File: config.mk
export PLATFORM = sky130hd
export DESIGN_NAME = shift_sequencer
export DESIGN_NICKNAME = d
export VERILOG_FILES = /design/src/rtl/shift_sequencer_pkg.sv /design/src/rtl/shift_sequencer.sv
export SDC_FILE = /design/constraint.sdc
export NUM_CORES = 1
export LEC_CHECK = 0
export BUFFER_PORTS_ARGS = -buffer_cell sky130_fd_sc_hd__buf_2
export CAP_MARGIN = 40
export CORE_UTILIZATION = 30
export DETAILED_ROUTE_END_ITERATION = 16
export PLACE_DENSITY = 0.59
export SYNTH_ARGS = -nofsm -noshare
export SYNTH_HDL_FRONTEND = slang
export SYNTH_SLANG_ARGS = --single-unit
export TNS_END_PERCENT = 30
File: constraint.sdc
create_clock -name clk -period 1.5 [get_ports clk]
set_input_delay 0.3 -clock clk [delete_from_list [all_inputs] [get_ports clk]]
set_output_delay 0.3 -clock clk [all_outputs]
set_load 0.01 [all_outputs]
File: src/rtl/shift_sequencer_pkg.sv
`default_nettype none
// ============================================================================
//  Module      : shift_sequencer_pkg
//  Description : Shared op encodings, one-hot shifter select codes and the
//                sequencer state type.
//  Revision    : 1.0 - initial release
// ============================================================================
package shift_sequencer_pkg;

    // Operation encodings presented on in_op
    localparam logic [1:0] OP_PASS = 2'b00;
    localparam logic [1:0] OP_SLL  = 2'b01;
    localparam logic [1:0] OP_SRL  = 2'b10;
    localparam logic [1:0] OP_ROR  = 2'b11;

    // One-hot shifter controls {l,k,j,i}
    localparam logic [3:0] SEL_PASS = 4'b1000;
    localparam logic [3:0] SEL_SLL  = 4'b0100;
    localparam logic [3:0] SEL_SRL  = 4'b0010;
    localparam logic [3:0] SEL_ROR  = 4'b0001;

    typedef enum logic [1:0] {
        IDLE = 2'd0,
        RUN  = 2'd1,
        DONE = 2'd2
    } state_t;

    // Map an op code onto the single-step shifter control
    function automatic logic [3:0] op_to_sel(input logic [1:0] op);
        logic [3:0] sel;
        sel = SEL_PASS;
        case (op)
            OP_SLL:  sel = SEL_SLL;
            OP_SRL:  sel = SEL_SRL;
            OP_ROR:  sel = SEL_ROR;
            default: sel = SEL_PASS;
        endcase
        return sel;
    endfunction

endpackage
`default_nettype wire

File: src/rtl/shift_sequencer.sv
`default_nettype none
// ============================================================================
//  Module      : shift_sequencer
//  Description : Iterates an external 1-bit shifter count times over a
//                latched 4-bit word, with valid/ready on both sides.
//  Revision    : 1.0 - initial release
// ============================================================================
module shift_sequencer
    import shift_sequencer_pkg::*;
#(
    parameter int CNT_W = 3
) (
    input  logic             clk,
    input  logic             rst,
    input  logic             in_valid,
    output logic             in_ready,
    input  logic [3:0]       in_data,
    input  logic [1:0]       in_op,
    input  logic [CNT_W-1:0] in_count,
    output logic [3:0]       sh_data,
    output logic [3:0]       sh_sel,
    input  logic [3:0]       sh_result,
    output logic             out_valid,
    input  logic             out_ready,
    output logic [3:0]       out_data,
    output logic             busy
);

    state_t           r_state;
    logic [3:0]       r_work;
    logic [CNT_W-1:0] r_cnt;
    // Latched op, held in its one-hot shifter form; PASS outside RUN
    logic [3:0]       r_sel;
    logic             r_out_valid;
    logic             r_in_ready;
    logic             r_busy;

    // Sequencer FSM: all state and every control output registered here
    always_ff @(posedge clk) begin
        if (rst) begin
            r_state     <= IDLE;
            r_work      <= 4'b0000;
            r_cnt       <= '0;
            r_sel       <= SEL_PASS;
            r_out_valid <= 1'b0;
            r_in_ready  <= 1'b1;
            r_busy      <= 1'b0;
        end else begin
            case (r_state)
                IDLE: begin
                    if (in_valid) begin
                        r_work     <= in_data;
                        r_cnt      <= in_count;
                        r_in_ready <= 1'b0;
                        r_busy     <= 1'b1;
                        // Nothing to iterate: result is the input word
                        if ((in_count == '0) || (in_op == OP_PASS)) begin
                            r_state     <= DONE;
                            r_sel       <= SEL_PASS;
                            r_out_valid <= 1'b1;
                        end else begin
                            r_state <= RUN;
                            r_sel   <= op_to_sel(in_op);
                        end
                    end
                end
                RUN: begin
                    r_work <= sh_result;
                    r_cnt  <= r_cnt - CNT_W'(1);
                    // Leave on the last step so the counter never wraps
                    if (r_cnt == CNT_W'(1)) begin
                        r_state     <= DONE;
                        r_sel       <= SEL_PASS;
                        r_out_valid <= 1'b1;
                    end
                end
                DONE: begin
                    // Return to IDLE only; acceptance waits a cycle
                    if (out_ready) begin
                        r_state     <= IDLE;
                        r_out_valid <= 1'b0;
                        r_in_ready  <= 1'b1;
                        r_busy      <= 1'b0;
                    end
                end
                default: begin
                    r_state     <= IDLE;
                    r_sel       <= SEL_PASS;
                    r_out_valid <= 1'b0;
                    r_in_ready  <= 1'b1;
                    r_busy      <= 1'b0;
                end
            endcase
        end
    end

    assign in_ready  = r_in_ready;
    assign busy      = r_busy;
    assign out_valid = r_out_valid;
    assign out_data  = r_work;
    assign sh_data   = r_work;
    assign sh_sel    = r_sel;

endmodule
`default_nettype wire

==> results.cfg <==
[critical_path]
critPathRequiredTime_ns = 1.73
critPathKind = register to register
critPathCaptureType = register
cp_top_family = simple AND/OR/NAND/NOR gates
worstPathMaxFanout = 4
cp.arrival_ns = 1.63
crit_chain = inv_1 -> ha_1 -> nor2b_4 -> nor2_1 -> or4_1 -> a21oi_2
path_buf_inv = 1
critPathLaunchType = register
critPathSlowestCell = or4_1
critical-path-max-stage-delay_ns = 0.42

[drt]
wirelength_um = 1980
route.detailed.drc = 0
wl_per_cell_um = 12.0
antenna_left = 0
post_drt_via_cell_ratio = 5.06
drtIter0Drc = 4
first_pass_iters = 4
num_vias = 835

[synth]
synth.ff_latch_count = 16
yosysSeqAreaShare_pct = 39.1
synth_flop_cell = dfxtp_1
yosys_warnings = 0
syn_inst = 100
syn_area_um2 = 818
synthArstFlopShare_pct = 0
synthesis.nets = 119
syn_avg_cell_area_um2 = 8.18
yosysUniqueCellTypes = 29
synthTopCellsByArea = dfxtp_1 39%, nor2_1 6.4%, nand2_1 6.0%
synth_edf_count = 0
yosysTopAreaCellShare_pct = 39.1
synth.largest_area_cell = dfxtp_1

[place]
dpl.cell_count = 161
port_buffers = 31
dp_hpwl_um = 1520
place.gp.congestion = 0.773

[clock_network]
path_clk_slew_ns = 0.09
htree_num_levels = 1
tritoncts = built
hold_buffers = 0
postCtsSetupBuffers = 0
clock_path_buffers = 2
insertion_delay_ns = 0.29
cts-buffers-inserted = 3
cts.sinks = 16
clock-root-buffer = clkbuf_4

[final_layout]
diodes = 0
layout.cells.non_filler = 165
n_fill_cell = 275
nNetsFinal = 155
areaGrowthSynthToFinish_pct = 34.4
drive_gt1_share_pct = 40.7

[grt]
grt_pass1_wl_um = 3130
track_usage_pct = 15.5
grt_max_degree = 17
antenna_found_initial = 0
overflow = 0
grt_pass1_vias = 730

[sta]
hold_viol_final = 0
setup_viol = 0
rsz0062_at_grt = yes
fin_crit_ns = 1.40
slew_headroom_pct = 73.1
period_share_pct = 93.5
whs_ns = 0.270
max_freq_mhz = 713
slew_viol_final = 0
worst_pin_slew_ns = 0.400
finClkSkew_ns = 0.00103

[floorplan]
die_h_um = 54.2
die_w_um = 54.2
core_mm2 = 0.00252
ios = 32
fp-row-count = 18
initial_utilization_pct = 32.4
die-area_mm2 = 0.00294

[power_and_ir_drop]
ir_drop_uv = 759
p_leak_nw = 0.498
powerDensity_mw_per_mm2 = 1370

[worst_hold_path]
hp-class = primary input to register

[flow_run]
cap_violations = 0

[outcome]
run_status = finished clean
-- worst paths after layout --
kind,start,endpoint,slack (ns),cells past startpoint
max,r_cnt[1],out_valid,0.1,6
min,sh_result[1],out_data[1],0.27,3
max reg2reg,r_cnt[1],out_valid,0.1,6
min reg2reg,sh_sel[1],sh_sel[1],0.46,2
-- cells in the final DEF, fill, tap and decap left out --
master,n
o211ai_1,1
ha_1,2
or4_1,1
inv_1,4
a211o_1,1
nor4_4,1
a211oi_1,1
nand4_1,1
o22ai_2,1
nor2b_4,2
a211oi_2,1
a311oi_1,5
buf_2,31
nand2b_1,2
a32oi_1,1
buf_4,10
nor3_1,4
o22a_1,1
o32a_1,1
mux2i_1,1
nand4b_1,2
o31ai_1,1
o22ai_1,3
a21oi_1,5
nand2b_2,1
o21ai_0,1
dfxtp_1,14
nor2b_1,1
dfxtp_2,2
a21oi_2,1
nor2_1,14
clkbuf_8,1
nand2_1,13
clkbuf_4,3
nor2b_2,1
-- metal layers --
metal	vias up	track usage, %	routed length, um
met5	-	0	0
met4	0	6.41	27
met3	4	6.67	164
met2	27	26.8	957
met1	382	16.4	832
li1	422	-	-
-- timing repair --
item                       CTS  global route
cloned                       0             0
setup endpoints to repair    2            10
gates resized for setup      2             8
-- power by group --
| part | internal, mW | total, mW | switching (mW) |
|---|---|---|---|
| Sequential | 0.510 | 0.581 | 0.0717 |
| Clock | 0.148 | 0.286 | 0.138 |
| Combinational | 0.318 | 0.640 | 0.323 |
-- metrics by stage --
step | utilization, % | setup WS, ns | setup TNS [ns] | total power, mW | area [um2]
final | 43.6 | 0.0976 | 0 | 1.51 | 1100
after floorplan | - | 0.153 | 0 | 0.976 | 818
after detailed placement | 40.6 | -0.0226 | -0.0446 | 1.19 | 1020
after global routing | 43.6 | -0.00838 | -0.00838 | 1.63 | 1100
after CTS | 42.4 | 0.00682 | 0 | 1.50 | 1070
after global placement | 40.6 | -0.0293 | -0.0293 | 1.17 | 1020
-- Yosys cell counts, types with 2 or more instances --
master	count
nand2b_1	3
dfxtp_1	16
nor3_1	4
ha_1	2
o22ai_1	4
nand2_1	13
inv_1	4
a311oi_1	5
a21oi_1	6
nor2_1	14
nor2b_1	3
buf_4	5
buf_2	4
nand4b_1	2
-- sequential cells by signal (all words and copies together), names as in the netlist --
signal	cells
in_ready	1
busy	1
sh_sel	4
out_valid	1
out_data	4
r_cnt	3
r_state	2
-- tightest hold or removal path, cell delays in order --
cell and delay (ns):
buf_2 0.09, nand2_1 0.04, a311oi_1 0.08
-- cells by family after synthesis --
group | Yosys count | synth area share (%)
simple gates | 43 | 25.8
mux | 1 | 1.22
flops | 16 | 39.1
buf+inv | 14 | 9.33
fa+ha+maj | 2 | 3.06
compound gates | 24 | 21.4
-- cell type report --
type | count | area [um2] | share of cell area, %
Clock buffer | 4 | 36.3 | 3.30
Sequential cell | 16 | 323 | 29.4
Timing Repair Buffer | 41 | 230 | 20.9
Multi-Input combinational cell | 70 | 458 | 41.6
Inverter | 4 | 15.0 | 1.37
Tap cell | 30 | 37.5 | 3.41
Note: power is estimated with default switching activity, not from simulation.
